===== config.mk =====
export PLATFORM = sky130hd
export DESIGN_NAME = hmmm_decode_flat
export DESIGN_NICKNAME = d
export VERILOG_FILES = /design/src/rtl/hmmm_pkg.sv /design/src/rtl/hmmm_decode_if.sv /design/src/rtl/hmmm_regfile.sv /design/src/rtl/hmmm_decode.sv /design/src/flat_wrapper.sv
export SDC_FILE = /design/constraint.sdc
export NUM_CORES = 1
export LEC_CHECK = 0
export ABC_CLOCK_PERIOD_IN_PS = 2700
export CAP_MARGIN = 20
export CORE_ASPECT_RATIO = 0.5
export CORE_MARGIN = 2
export CORE_UTILIZATION = 43
export DETAILED_ROUTE_END_ITERATION = 8
export PLACE_DENSITY = 0.72
export REMOVE_ABC_BUFFERS = 1
export SLEW_MARGIN = 25
export SYNTH_ARGS = -nofsm -noshare
export SYNTH_HDL_FRONTEND = slang
export SYNTH_HIERARCHICAL = 1
export SYNTH_SLANG_ARGS = --single-unit

===== constraint.sdc =====
create_clock -name clk -period 2.7 [get_ports clk]
set_input_delay 0.54 -clock clk [delete_from_list [all_inputs] [get_ports clk]]
set_output_delay 0.54 -clock clk [all_outputs]
set_load 0.05 [all_outputs]

===== src/rtl/hmmm_pkg.sv =====
// Shared definitions for the HMMM decode stage.
// Holds the opcode encoding, instruction field widths, register-file depth,
// the ALU operand bundle layout and the immediate sign-extension helper.
package hmmm_pkg;

  localparam int unsigned NREGS   = 16;
  localparam int unsigned INSTR_W = 16;
  localparam int unsigned DATA_W  = 16;
  localparam int unsigned REG_AW  = 4;
  localparam int unsigned OP_W    = 4;
  localparam int unsigned IMM_W   = 8;

  typedef enum logic [OP_W-1:0] {
    OP_NOP  = 4'h0,
    OP_SETN = 4'h1,
    OP_ADDN = 4'h5,
    OP_ADD  = 4'h6,
    OP_SUB  = 4'h7
  } opcode_e;

  // Operand bundle handed to the ALU stage (result = b + a or b - a).
  typedef struct packed {
    logic [DATA_W-1:0] a;
    logic [DATA_W-1:0] b;
    logic              alu_ctrl;
    logic [REG_AW-1:0] rd;
    logic              we;
  } ex_bundle_t;

  function automatic logic [DATA_W-1:0] sext_imm(input logic [IMM_W-1:0] n);
    return {{(DATA_W-IMM_W){n[IMM_W-1]}}, n};
  endfunction

endpackage


===== src/rtl/hmmm_decode_if.sv =====
// Bus bundle for hmmm_decode: instruction input handshake, ALU-stage operand
// output handshake, write-back strobe and the illegal-opcode pulse.
//   master : instruction source / ALU stage / write-back driver
//   slave  : the decode stage
interface hmmm_decode_if;
  import hmmm_pkg::*;

  logic               in_valid;
  logic [INSTR_W-1:0] in_instr;
  logic               in_ready;

  logic               ex_valid;
  logic               ex_ready;
  logic [DATA_W-1:0]  ex_a;
  logic [DATA_W-1:0]  ex_b;
  logic               ex_aluCtrl;
  logic [REG_AW-1:0]  ex_rd;
  logic               ex_we;

  logic               wb_en;
  logic [REG_AW-1:0]  wb_addr;
  logic [DATA_W-1:0]  wb_data;

  logic               illegal;

  modport master (
    output in_valid, in_instr, ex_ready, wb_en, wb_addr, wb_data,
    input  in_ready, ex_valid, ex_a, ex_b, ex_aluCtrl, ex_rd, ex_we, illegal
  );

  modport slave (
    input  in_valid, in_instr, ex_ready, wb_en, wb_addr, wb_data,
    output in_ready, ex_valid, ex_a, ex_b, ex_aluCtrl, ex_rd, ex_we, illegal
  );

endinterface


===== src/rtl/hmmm_regfile.sv =====
// HMMM register file: two combinational read ports, one write port.
// r0 is hardwired to zero; writes to it are dropped.
//   clk, reset_n          : clock, async active-low reset (clears all regs)
//   src0_addr/src0_data_c : read port 0
//   src1_addr/src1_data_c : read port 1
//   wr_en/wr_addr/wr_data : write port, committed on the next rising edge
module hmmm_regfile #(
  parameter int unsigned NREGS = 16
) (
  input  logic        clk,
  input  logic        reset_n,
  input  logic [3:0]  src0_addr,
  output logic [15:0] src0_data_c,
  input  logic [3:0]  src1_addr,
  output logic [15:0] src1_data_c,
  input  logic        wr_en,
  input  logic [3:0]  wr_addr,
  input  logic [15:0] wr_data
);
  import hmmm_pkg::*;

  logic [DATA_W-1:0] regs_q [NREGS];
  logic [DATA_W-1:0] regs_d [NREGS];

  // Next-state of the array; r0 forced to zero regardless of writes.
  always_comb begin
    regs_d = regs_q;
    if (wr_en && (wr_addr != '0)) begin
      regs_d[wr_addr] = wr_data;
    end
    regs_d[0] = '0;
  end

  always_ff @(posedge clk or negedge reset_n) begin
    if (!reset_n) begin
      for (int i = 0; i < int'(NREGS); i++) begin
        regs_q[i] <= '0;
      end
    end else begin
      regs_q <= regs_d;
    end
  end

  assign src0_data_c = (src0_addr == '0) ? '0 : regs_q[src0_addr];
  assign src1_data_c = (src1_addr == '0) ? '0 : regs_q[src1_addr];

endmodule


===== src/rtl/hmmm_decode.sv =====
// HMMM decode stage: accepts instruction words, reads operands from the
// register file (with write-through bypass from the write-back port),
// tracks outstanding destinations in a pending scoreboard and issues a
// registered operand bundle to the ALU stage.
//   clk, reset_n : clock, async active-low reset
//   bus          : hmmm_decode_if slave (in_*, ex_*, wb_*, illegal)
module hmmm_decode #(
  parameter int unsigned NREGS = 16
) (
  input  logic          clk,
  input  logic          reset_n,
  hmmm_decode_if.slave  bus
);
  import hmmm_pkg::*;

  // Instruction fields
  logic [OP_W-1:0]   op;
  logic [REG_AW-1:0] fx;
  logic [REG_AW-1:0] fy;
  logic [REG_AW-1:0] fz;
  logic [IMM_W-1:0]  fn;

  assign op = bus.in_instr[15:12];
  assign fx = bus.in_instr[11:8];
  assign fy = bus.in_instr[7:4];
  assign fz = bus.in_instr[3:0];
  assign fn = bus.in_instr[7:0];

  logic              dec_issue;
  logic              dec_illegal;
  logic              use_src0;
  logic              use_src1;
  logic              use_dst;
  logic [REG_AW-1:0] src0_addr;
  logic [REG_AW-1:0] src1_addr;
  logic [DATA_W-1:0] src0_rf;
  logic [DATA_W-1:0] src1_rf;
  logic [DATA_W-1:0] src0_val;
  logic [DATA_W-1:0] src1_val;

  // Opcode decode and register-read address selection.
  always_comb begin
    dec_issue   = 1'b0;
    dec_illegal = 1'b0;
    use_src0    = 1'b0;
    use_src1    = 1'b0;
    use_dst     = 1'b0;
    src0_addr   = '0;
    src1_addr   = '0;
    case (op)
      OP_ADD, OP_SUB: begin
        dec_issue = 1'b1;
        use_src0  = 1'b1;
        use_src1  = 1'b1;
        use_dst   = 1'b1;
        src0_addr = fy;
        src1_addr = fz;
      end
      OP_ADDN: begin
        dec_issue = 1'b1;
        use_src0  = 1'b1;
        use_dst   = 1'b1;
        src0_addr = fx;
      end
      OP_SETN: begin
        dec_issue = 1'b1;
        use_dst   = 1'b1;
      end
      OP_NOP: begin
        // Only the all-zero word is a nop; other 0x0xxx words are unsupported.
        if (bus.in_instr == '0) begin
          dec_issue = 1'b1;
        end else begin
          dec_illegal = 1'b1;
        end
      end
      default: dec_illegal = 1'b1;
    endcase
  end

  hmmm_regfile #(.NREGS(NREGS)) u_rf (
    .clk         (clk),
    .reset_n     (reset_n),
    .src0_addr   (src0_addr),
    .src0_data_c (src0_rf),
    .src1_addr   (src1_addr),
    .src1_data_c (src1_rf),
    .wr_en       (bus.wb_en),
    .wr_addr     (bus.wb_addr),
    .wr_data     (bus.wb_data)
  );

  // Write-through bypass: a same-cycle write-back to a source wins over the array.
  always_comb begin
    src0_val = src0_rf;
    src1_val = src1_rf;
    if (bus.wb_en && (bus.wb_addr == src0_addr) && (src0_addr != '0)) begin
      src0_val = bus.wb_data;
    end
    if (bus.wb_en && (bus.wb_addr == src1_addr) && (src1_addr != '0)) begin
      src1_val = bus.wb_data;
    end
  end

  ex_bundle_t new_bundle;

  // Operand bundle for the instruction currently offered.
  always_comb begin
    new_bundle = '0;
    case (op)
      OP_ADD, OP_SUB: begin
        new_bundle.b        = src0_val;
        new_bundle.a        = src1_val;
        new_bundle.alu_ctrl = (op == OP_SUB);
        new_bundle.rd       = fx;
        new_bundle.we       = (fx != '0);
      end
      OP_ADDN: begin
        new_bundle.b  = src0_val;
        new_bundle.a  = sext_imm(fn);
        new_bundle.rd = fx;
        new_bundle.we = (fx != '0);
      end
      OP_SETN: begin
        new_bundle.a  = sext_imm(fn);
        new_bundle.rd = fx;
        new_bundle.we = (fx != '0);
      end
      default: new_bundle = '0;
    endcase
  end

  ex_bundle_t       ex_q,       ex_d;
  logic             ex_valid_q, ex_valid_d;
  logic             illegal_q,  illegal_d;
  logic [NREGS-1:0] pending_q,  pending_d;
  logic [NREGS-1:0] wb_clr;
  logic [NREGS-1:0] pend_eff;
  logic [NREGS-1:0] set_mask;
  logic             hazard;
  logic             in_ready_c;
  logic             in_fire;

  // Scoreboard view with this cycle's write-back already retired.
  always_comb begin
    wb_clr   = bus.wb_en ? (NREGS'(1) << bus.wb_addr) : '0;
    pend_eff = pending_q & ~wb_clr;
    hazard   = (use_src0 && pend_eff[src0_addr]) ||
               (use_src1 && pend_eff[src1_addr]) ||
               (use_dst  && pend_eff[fx]);
  end

  assign in_ready_c = (!ex_valid_q || bus.ex_ready) && !hazard;
  assign in_fire    = bus.in_valid && in_ready_c;

  // Next-state for output bundle, illegal pulse and pending bits.
  always_comb begin
    ex_d       = ex_q;
    ex_valid_d = ex_valid_q && !bus.ex_ready;
    illegal_d  = in_fire && dec_illegal;
    set_mask   = '0;
    if (in_fire && dec_issue) begin
      ex_d       = new_bundle;
      ex_valid_d = 1'b1;
      if (new_bundle.we) begin
        set_mask = NREGS'(1) << fx;
      end
    end
    // Set is applied after clear so a coinciding set wins.
    pending_d = pend_eff | set_mask;
  end

  always_ff @(posedge clk or negedge reset_n) begin
    if (!reset_n) begin
      ex_q       <= '0;
      ex_valid_q <= 1'b0;
      illegal_q  <= 1'b0;
      pending_q  <= '0;
    end else begin
      ex_q       <= ex_d;
      ex_valid_q <= ex_valid_d;
      illegal_q  <= illegal_d;
      pending_q  <= pending_d;
    end
  end

  assign bus.in_ready   = in_ready_c;
  assign bus.ex_valid   = ex_valid_q;
  assign bus.ex_a       = ex_q.a;
  assign bus.ex_b       = ex_q.b;
  assign bus.ex_aluCtrl = ex_q.alu_ctrl;
  assign bus.ex_rd      = ex_q.rd;
  assign bus.ex_we      = ex_q.we;
  assign bus.illegal    = illegal_q;

endmodule


===== src/flat_wrapper.sv =====
// flat-port wrapper written by rule: the top's interface ports become plain ports
module hmmm_decode_flat import hmmm_pkg::*;
#(
  parameter int unsigned NREGS = 16
)
  (clk, reset_n, bus_in_valid, bus_in_instr, bus_ex_ready, bus_wb_en, bus_wb_addr, bus_wb_data, bus_in_ready, bus_ex_valid, bus_ex_a, bus_ex_b, bus_ex_aluCtrl, bus_ex_rd, bus_ex_we, bus_illegal);
  hmmm_decode_if bus_i ();
  input  logic clk;
  input  logic reset_n;
  input wire logic [$bits(bus_i.in_valid)-1:0] bus_in_valid;
  input wire logic [$bits(bus_i.in_instr)-1:0] bus_in_instr;
  input wire logic [$bits(bus_i.ex_ready)-1:0] bus_ex_ready;
  input wire logic [$bits(bus_i.wb_en)-1:0] bus_wb_en;
  input wire logic [$bits(bus_i.wb_addr)-1:0] bus_wb_addr;
  input wire logic [$bits(bus_i.wb_data)-1:0] bus_wb_data;
  output wire logic [$bits(bus_i.in_ready)-1:0] bus_in_ready;
  output wire logic [$bits(bus_i.ex_valid)-1:0] bus_ex_valid;
  output wire logic [$bits(bus_i.ex_a)-1:0] bus_ex_a;
  output wire logic [$bits(bus_i.ex_b)-1:0] bus_ex_b;
  output wire logic [$bits(bus_i.ex_aluCtrl)-1:0] bus_ex_aluCtrl;
  output wire logic [$bits(bus_i.ex_rd)-1:0] bus_ex_rd;
  output wire logic [$bits(bus_i.ex_we)-1:0] bus_ex_we;
  output wire logic [$bits(bus_i.illegal)-1:0] bus_illegal;
  assign bus_i.in_valid = bus_in_valid;
  assign bus_i.in_instr = bus_in_instr;
  assign bus_i.ex_ready = bus_ex_ready;
  assign bus_i.wb_en = bus_wb_en;
  assign bus_i.wb_addr = bus_wb_addr;
  assign bus_i.wb_data = bus_wb_data;
  assign bus_in_ready = bus_i.in_ready;
  assign bus_ex_valid = bus_i.ex_valid;
  assign bus_ex_a = bus_i.ex_a;
  assign bus_ex_b = bus_i.ex_b;
  assign bus_ex_aluCtrl = bus_i.ex_aluCtrl;
  assign bus_ex_rd = bus_i.ex_rd;
  assign bus_ex_we = bus_i.ex_we;
  assign bus_illegal = bus_i.illegal;
  hmmm_decode #(.NREGS(NREGS)) u_core (.clk(clk), .reset_n(reset_n), .bus(bus_i));
endmodule

# Word level (Yosys, flattened, before mapping)

Index checks and enable logic that the tools add are counted.
W data, S select, Z words.

$lt $le $gt $ge: 7
Equality and inequality tests: 6
Shift-type cells: 2
Mux-type cells: 36
Bitwise operators: 6
Reduce and logical (&&, ||, !) cells: 32

Operators by type and width:

| kind                   | number |
|---|---|
| $bwmux W256            | 1 |
| $mux W16               | 13 |
| $bmux W16 S4           | 2 |
| $demux W16 S4          | 1 |
| $pmux W16 S2           | 1 |
| $shl A1 B4 Y16 const A | 2 |
| $and A16 B16 Y16       | 1 |
| $logic_not A16 Y1      | 1 |
| $not A16 Y16           | 1 |
| $or A16 B16 Y16        | 1 |
| $reduce_bool A4 Y1     | 4 |
| $ge A5 B5 Y1 const B   | 3 |
| $lt A4 B5 Y1 const B   | 3 |
| $not A4 Y5             | 3 |
| $logic_and A1 B1 Y1    | 14 |
| $bmux W1 S4            | 3 |
| $eq A4 B3 Y1 const B   | 3 |
| $logic_not A4 Y1       | 3 |
| $mux W1                | 10 |
| $eq A4 B4 Y1           | 2 |
| $pmux W4 S2            | 1 |
| $lt A5 B1 Y1 const B   | 1 |
| $mux W5                | 1 |
| $eq A4 B1 Y1 const B   | 1 |
| 7 further kinds        | 13 |

Register bits after elaboration: 296
Bits of input ports: 41
Output and inout port bits: 41
Logic and storage cells: 112

# Logic depth before layout (Yosys ltp)

Depth in word-level cells: 15
Mapped depth: 15

# Hierarchy

Netlist, hierarchy kept.

Modules (own cells, without submodules):

| module       | instances | cells an instance | area each (um^2) |
|---|---|---|---|
| hmmm_regfile | 1         | 953               | 13118.8 |
| hmmm_decode  | 1         | 379               | 3739.8 |

# Worst setup path before layout

OpenSTA, ideal clock, no wires.

Path kind: input port to flip-flop
From: in bus_wb_addr[2]
To: reg u_core.ex_q (netlist bit u_core/bus.ex_a[11])
Data arrival time: 3379 ps
Required time: 2575 ps
Slack: -805 ps
Cell stages on the path: 11
Path buffers: 3
Cells stage by stage: buf_2 > or3b_4 > o21ai_1 > mux2i_1 > a2111oi_0 > nand4_1 > nor4_4 > nand3_2 > buf_6 > buf_6 > mux2_4

Word-level cells in the longest chain between the ends: 13
Elaborated cells on any way between the ends: 24
Those cells by class: eq/ne: 1; shift: 1; mux: 9; bitwise: 2; reduce/logical: 11

Ends and longest elaborated chain:

| element                                       | line                                   | source |
|---|---|---|
| from (decl)                                   | flat_wrapper.sv:14                     | `input wire logic [$bits(bus_i.wb_addr)-1:0] bus_wb_addr;` |
| $shl A1 B4 Y16 (*)                            | hmmm_decode.sv:146                     | `wb_clr = bus.wb_en ? (NREGS'(1) << bus.wb_addr) : '0;` |
| $mux W16 (*)                                  | hmmm_decode.sv:146                     |  |
| $not A16 Y16 (*)                              | hmmm_decode.sv:147                     | `pend_eff = pending_q & ~wb_clr;` |
| $and A16 B16 Y16 (*)                          | hmmm_decode.sv:147                     |  |
| $bmux W1 S4, on equally long branches         | hmmm_decode.sv:148, hmmm_decode.sv:149 |  |
| $mux W1, on equally long branches             | hmmm_decode.sv:148, hmmm_decode.sv:149 |  |
| $logic_and A1 B1 Y1, on equally long branches | hmmm_decode.sv:148, hmmm_decode.sv:149 |  |
| $logic_or A1 B1 Y1                            | hmmm_decode.sv:148                     | `hazard = (use_src0 && pend_eff[src0_addr]) \|\|` |
| $logic_or A1 B1 Y1 (*)                        | hmmm_decode.sv:149                     | `(use_src1 && pend_eff[src1_addr]) \|\|` |
| $logic_not A1 Y1 (*)                          | hmmm_decode.sv:153                     | `assign in_ready_c = (!ex_valid_q \|\| bus.ex_ready) && !hazard;` |
| $logic_and A1 B1 Y1 (*)                       | hmmm_decode.sv:153                     |  |
| named net bus_in_ready                        | flat_wrapper.sv:16                     | `output wire logic [$bits(bus_i.in_ready)-1:0] bus_in_ready;` |
| $logic_and A1 B1 Y1 (*)                       | hmmm_decode.sv:154                     | `assign in_fire = bus.in_valid && in_ready_c;` |
| $logic_and A1 B1 Y1 (*)                       | hmmm_decode.sv:162                     | `if (in_fire && dec_issue) begin` |
| to (signal assigned)                          | hmmm_decode.sv:175                     | `ex_q <= '0;` |
| to (signal assigned)                          | hmmm_decode.sv:180                     | `ex_q <= ex_d;` |
| to (decl)                                     | hmmm_decode.sv:133                     | `ex_bundle_t ex_q, ex_d;` |

The timed path passes the listed nets; every way through them passes the cells marked *. The select of a mux whose other input is x is not followed.
A chain may end at the register's enable or synchronous reset.

# Final worst setup path

From: in bus_wb_addr[3]
To: out bus_in_ready

Word-level cells in the longest chain between the ends: 11
Elaborated cells on any way between the ends: 17
Those cells by class: shift: 1; mux: 7; bitwise: 2; reduce/logical: 7

Ends and longest elaborated chain:

| element                                       | line |
|---|---|
| $shl A1 B4 Y16 (*)                            | hmmm_decode.sv:146 |
| $mux W16 (*)                                  | hmmm_decode.sv:146 |
| $not A16 Y16 (*)                              | hmmm_decode.sv:147 |
| $and A16 B16 Y16 (*)                          | hmmm_decode.sv:147 |
| $bmux W1 S4, on equally long branches         | hmmm_decode.sv:148, hmmm_decode.sv:149 |
| $mux W1, on equally long branches             | hmmm_decode.sv:148, hmmm_decode.sv:149 |
| $logic_and A1 B1 Y1, on equally long branches | hmmm_decode.sv:148, hmmm_decode.sv:149 |
| $logic_or A1 B1 Y1                            | hmmm_decode.sv:148 |
| $logic_or A1 B1 Y1 (*)                        | hmmm_decode.sv:149 |
| $logic_not A1 Y1 (*)                          | hmmm_decode.sv:153 |
| $logic_and A1 B1 Y1 (*)                       | hmmm_decode.sv:153 |
| to (decl)                                     | flat_wrapper.sv:16 |

Every way passes the cells marked *; elsewhere a longest branch is shown, timed or not. The select of a mux whose other input is x is not followed.

==> results_dict.tcl <==
set metrics [dict create \
    ys_seq_elements 296 \
    syn_avg_cell_area_um2 12.7 \
    hold_start "bus_in_instr[8]" \
    p_clk_share_pct 31.1 \
    syn-cell-area_um2 16900 \
    async_reset_ff_share_pct 100 \
    cp-startpoint "bus_wb_addr[3]" \
    cp_slowest_cell "mux4_2" \
    synth_top_area_share_pct 43.9 \
    peakVddDrop_v 0.000527 \
    cts.clk_slew.worst_paths_ns 0.07 \
    syn_inst 1332 \
    layout.nets 1652 \
    critPathRequiredTime_ns 2.16 \
    fmax_mhz 326 \
    start_util_pct 43.5 \
    clock_sinks 296 \
    cp.depth 12 \
    vias_per_cell 6.14 \
    start_kind "input pin" \
    gp_congestion 0.923 \
    ys_warn_count 6 \
    cts_buffer_depth 3 \
    grt-ovfl-total 0 \
    p_leak_uw 0.00925 \
    antenna_found_initial 0 \
    path_delay_family "multiplexers" \
    rr_worst_depth 11 \
    worstHoldPathCells 3 \
    worst_pin_slew_ns 0.725 \
    routedWlPerCell_um 25.8 \
    dr.pass1.iters 5 \
    core_area_um2 38800 \
    pin_count 82 \
    path_cells "buf_8, buf_6, nand3b_1, buf_6, o21ai_4, buf_6, mux4_2, mux2_4, nor2_4, nor4_4, buf_4, buf_12" \
    worstPathMaxFanout 4 \
    cts_made_buffers 29 \
    maxCapViolations 0 \
    setup_viol 15 \
    outcome "finished, violations left" \
    synth_area_leaders "dfrtp_1, mux2_2, mux4_2" \
    placed_area_um2 20100 \
    hold_viol 0 \
    ctsRootBufferMaster "clkbuf_16" \
    cell_internal_pwr_uw 9800 \
    clk_latency_ns 0.60 \
    synth_edf_count 0 \
    path_common_cell "buf_6" \
    yosysUniqueCellTypes 71 \
    critical_path_class "in2out" \
    min-delay-path-class "in2reg" \
    maxSlewViolCount 0 \
    hpwl_um 36200 \
    syn_to_final_growth_pct 31.8 \
    cts_tree "built" \
    layout_common_cells "dfrtp_1, mux2_2, buf_4" \
    relSlewSlack_pct 51.6 \
    drc_errors 0 \
    layout_setup_ws_ns -0.369 \
    violations "setup timing" \
    reg2reg_from "u_core/pending_q[11]" \
    floorplan.die.width_um 284 \
    critical_path_arrival_ns 2.53 \
    rsz0062_at_grt "true" \
    path_buf_inv 6 \
    grt_pass1_vias 13649 \
    seq_power_share_pct 43.9 \
    grt_usage_pct 26.4 \
    fin_crit_ns 3.07 \
    row_count 51 \
    synth_ff_type "dfrtp_1" \
    dieArea_um2 40900 \
    power_density_nw_per_um2 625 \
    end_kind "primary output" \
    grt_max_degree 74 \
    final_common_cell "dfrtp_1" \
    initialDrtViolationCount 1268 \
    synth_area_leader_cell "dfrtp_1" \
    switching_share_pct 29.4 \
    diodes 0 \
    comb_power_share_pct 25.0 \
    switchingPower_uw 4090 \
    grt_pass1_wl_um 82900 \
    port_buffers 81 \
    drive_gt1_share_pct 48.7 \
    drt_wl_total_um 55700 \
    ctsHtreeMaxLevel 1 \
    synth_seq_area_share_pct 43.9 \
    vias 13276 \
    fin_crit_sh_pct 114 \
    ant_nets 0 \
    cpPeakStageDelay_ns 0.48 \
    finalSetupTns_ns -1.26 \
    fp.dieH_um 144 \
    clock_skew_ns 0.0251 \
    final_area_um2 22200 \
]
==> state kept, by name (all words and copies together) (netlist names), 4 cells and up <==
name,flops
u_core/bus.ex_rd,4
u_core/bus.ex_b,16
u_core/pending_q,16
u_core/u_rf/regs_q,240
u_core/bus.ex_a,16
==> cells by family after synthesis <==
logic type | after synthesis | synth area share [%]
simple gates | 211 | 6.63
flops | 296 | 43.9
compound gates | 200 | 8.60
buf+inv | 126 | 3.82
xor+xnor | 5 | 0.260
mux | 494 | 36.8
==> metrics by stage <==
stage | cells | power [uW] | setup WS (ns) | util (%) | hold slack [ns]
6_report | 2162 | 13900 | -0.369 | 57.3 | 0.363
5_1_grt | 2162 | 14400 | -0.410 | 57.3 | 0.368
4_1_cts | 2151 | 13800 | -0.493 | 56.2 | 0.341
3_5_place_dp | 2068 | 9280 | -1.10 | 51.7 | 0.482
3_3_place_gp | 2068 | 9070 | -1.11 | 51.7 | 0.486
2_1_floorplan | 1224 | 8000 | -5.57 | - | 0.244
==> worst min-delay path, delay by kind of cell <==
kind / cells / cell delay (ns)
compound gates: 1 / 0.10
buf+inv: 2 / 0.26
==> power groups by stage <==
stage / logic (uW) / registers (uW) / clock network, uW
after floorplan: 1930 / 6060 / 0
after global placement: 3070 / 6000 / 0
after detailed placement: 3170 / 6110 / 0
after CTS: 3340 / 6040 / 4370
after global routing: 3680 / 6190 / 4580
final: 3470 / 6090 / 4320
==> synthesized netlist by cell type, types with 8 or more instances <==
master,count
a2111oi_0,13
a211o_1,9
a21oi_1,25
a221o_1,11
a221oi_1,9
a22o_1,9
and3b_1,11
buf_2,46
buf_4,9
buf_6,8
clkbuf_1,39
dfrtp_1,296
inv_1,16
mux2_2,309
mux2i_1,112
mux4_2,63
nand2_1,53
nand2b_1,14
nand3_1,16
nand3b_1,9
nor2_1,52
nor2b_1,21
o211ai_1,17
o21ai_0,35
o221ai_1,11
o22ai_1,14
o31ai_1,10
==> cell type report <==
cell class / instances / area [um^2]
fillers: 3052 / 16600
multi-input cells: 910 / 9400
flip-flops and latches: 296 / 7410
repair buffers: 356 / 3700
clock buffers: 44 / 822
well taps: 530 / 663
clock inverters: 8 / 158
inverters: 18 / 85.1
==> metal layers <==
| metal | up-vias | track usage (%) | wire length [um] |
|---|---|---|---|
| met2 | 618 | 42.9 | 25600 |
| met5 | - | 0 | 0 |
| met1 | 6869 | 35.5 | 23700 |
| li1 | 5628 | - | - |
| met3 | 161 | 5.47 | 4360 |
| met4 | 0 | 9.45 | 2010 |
==> worst paths after layout <==
kind / endpoint / slack (ns)
setup / recovery: bus_in_ready / -0.37
hold / removal: u_core/pending_q[2] / 0.36
setup reg to reg: u_core/bus.ex_b[3] / 0.12
hold reg to reg: u_core/bus.ex_we / 0.50
max in group asynchronous: u_core/u_rf/regs_q[180] / 1.33
min in group asynchronous: u_core/u_rf/regs_q[113] / 0.50
==> repair_timing <==
item	4_1_cts	5_1_grt
pin swaps	26	17
setup buffers	29	12
endpoints found under the setup margin	55	53
hold buffers	1	0
endpoints found under the hold margin	66	0
gates cloned	2	5
resized for setup	174	69
Power figures use the tool's default switching activity.
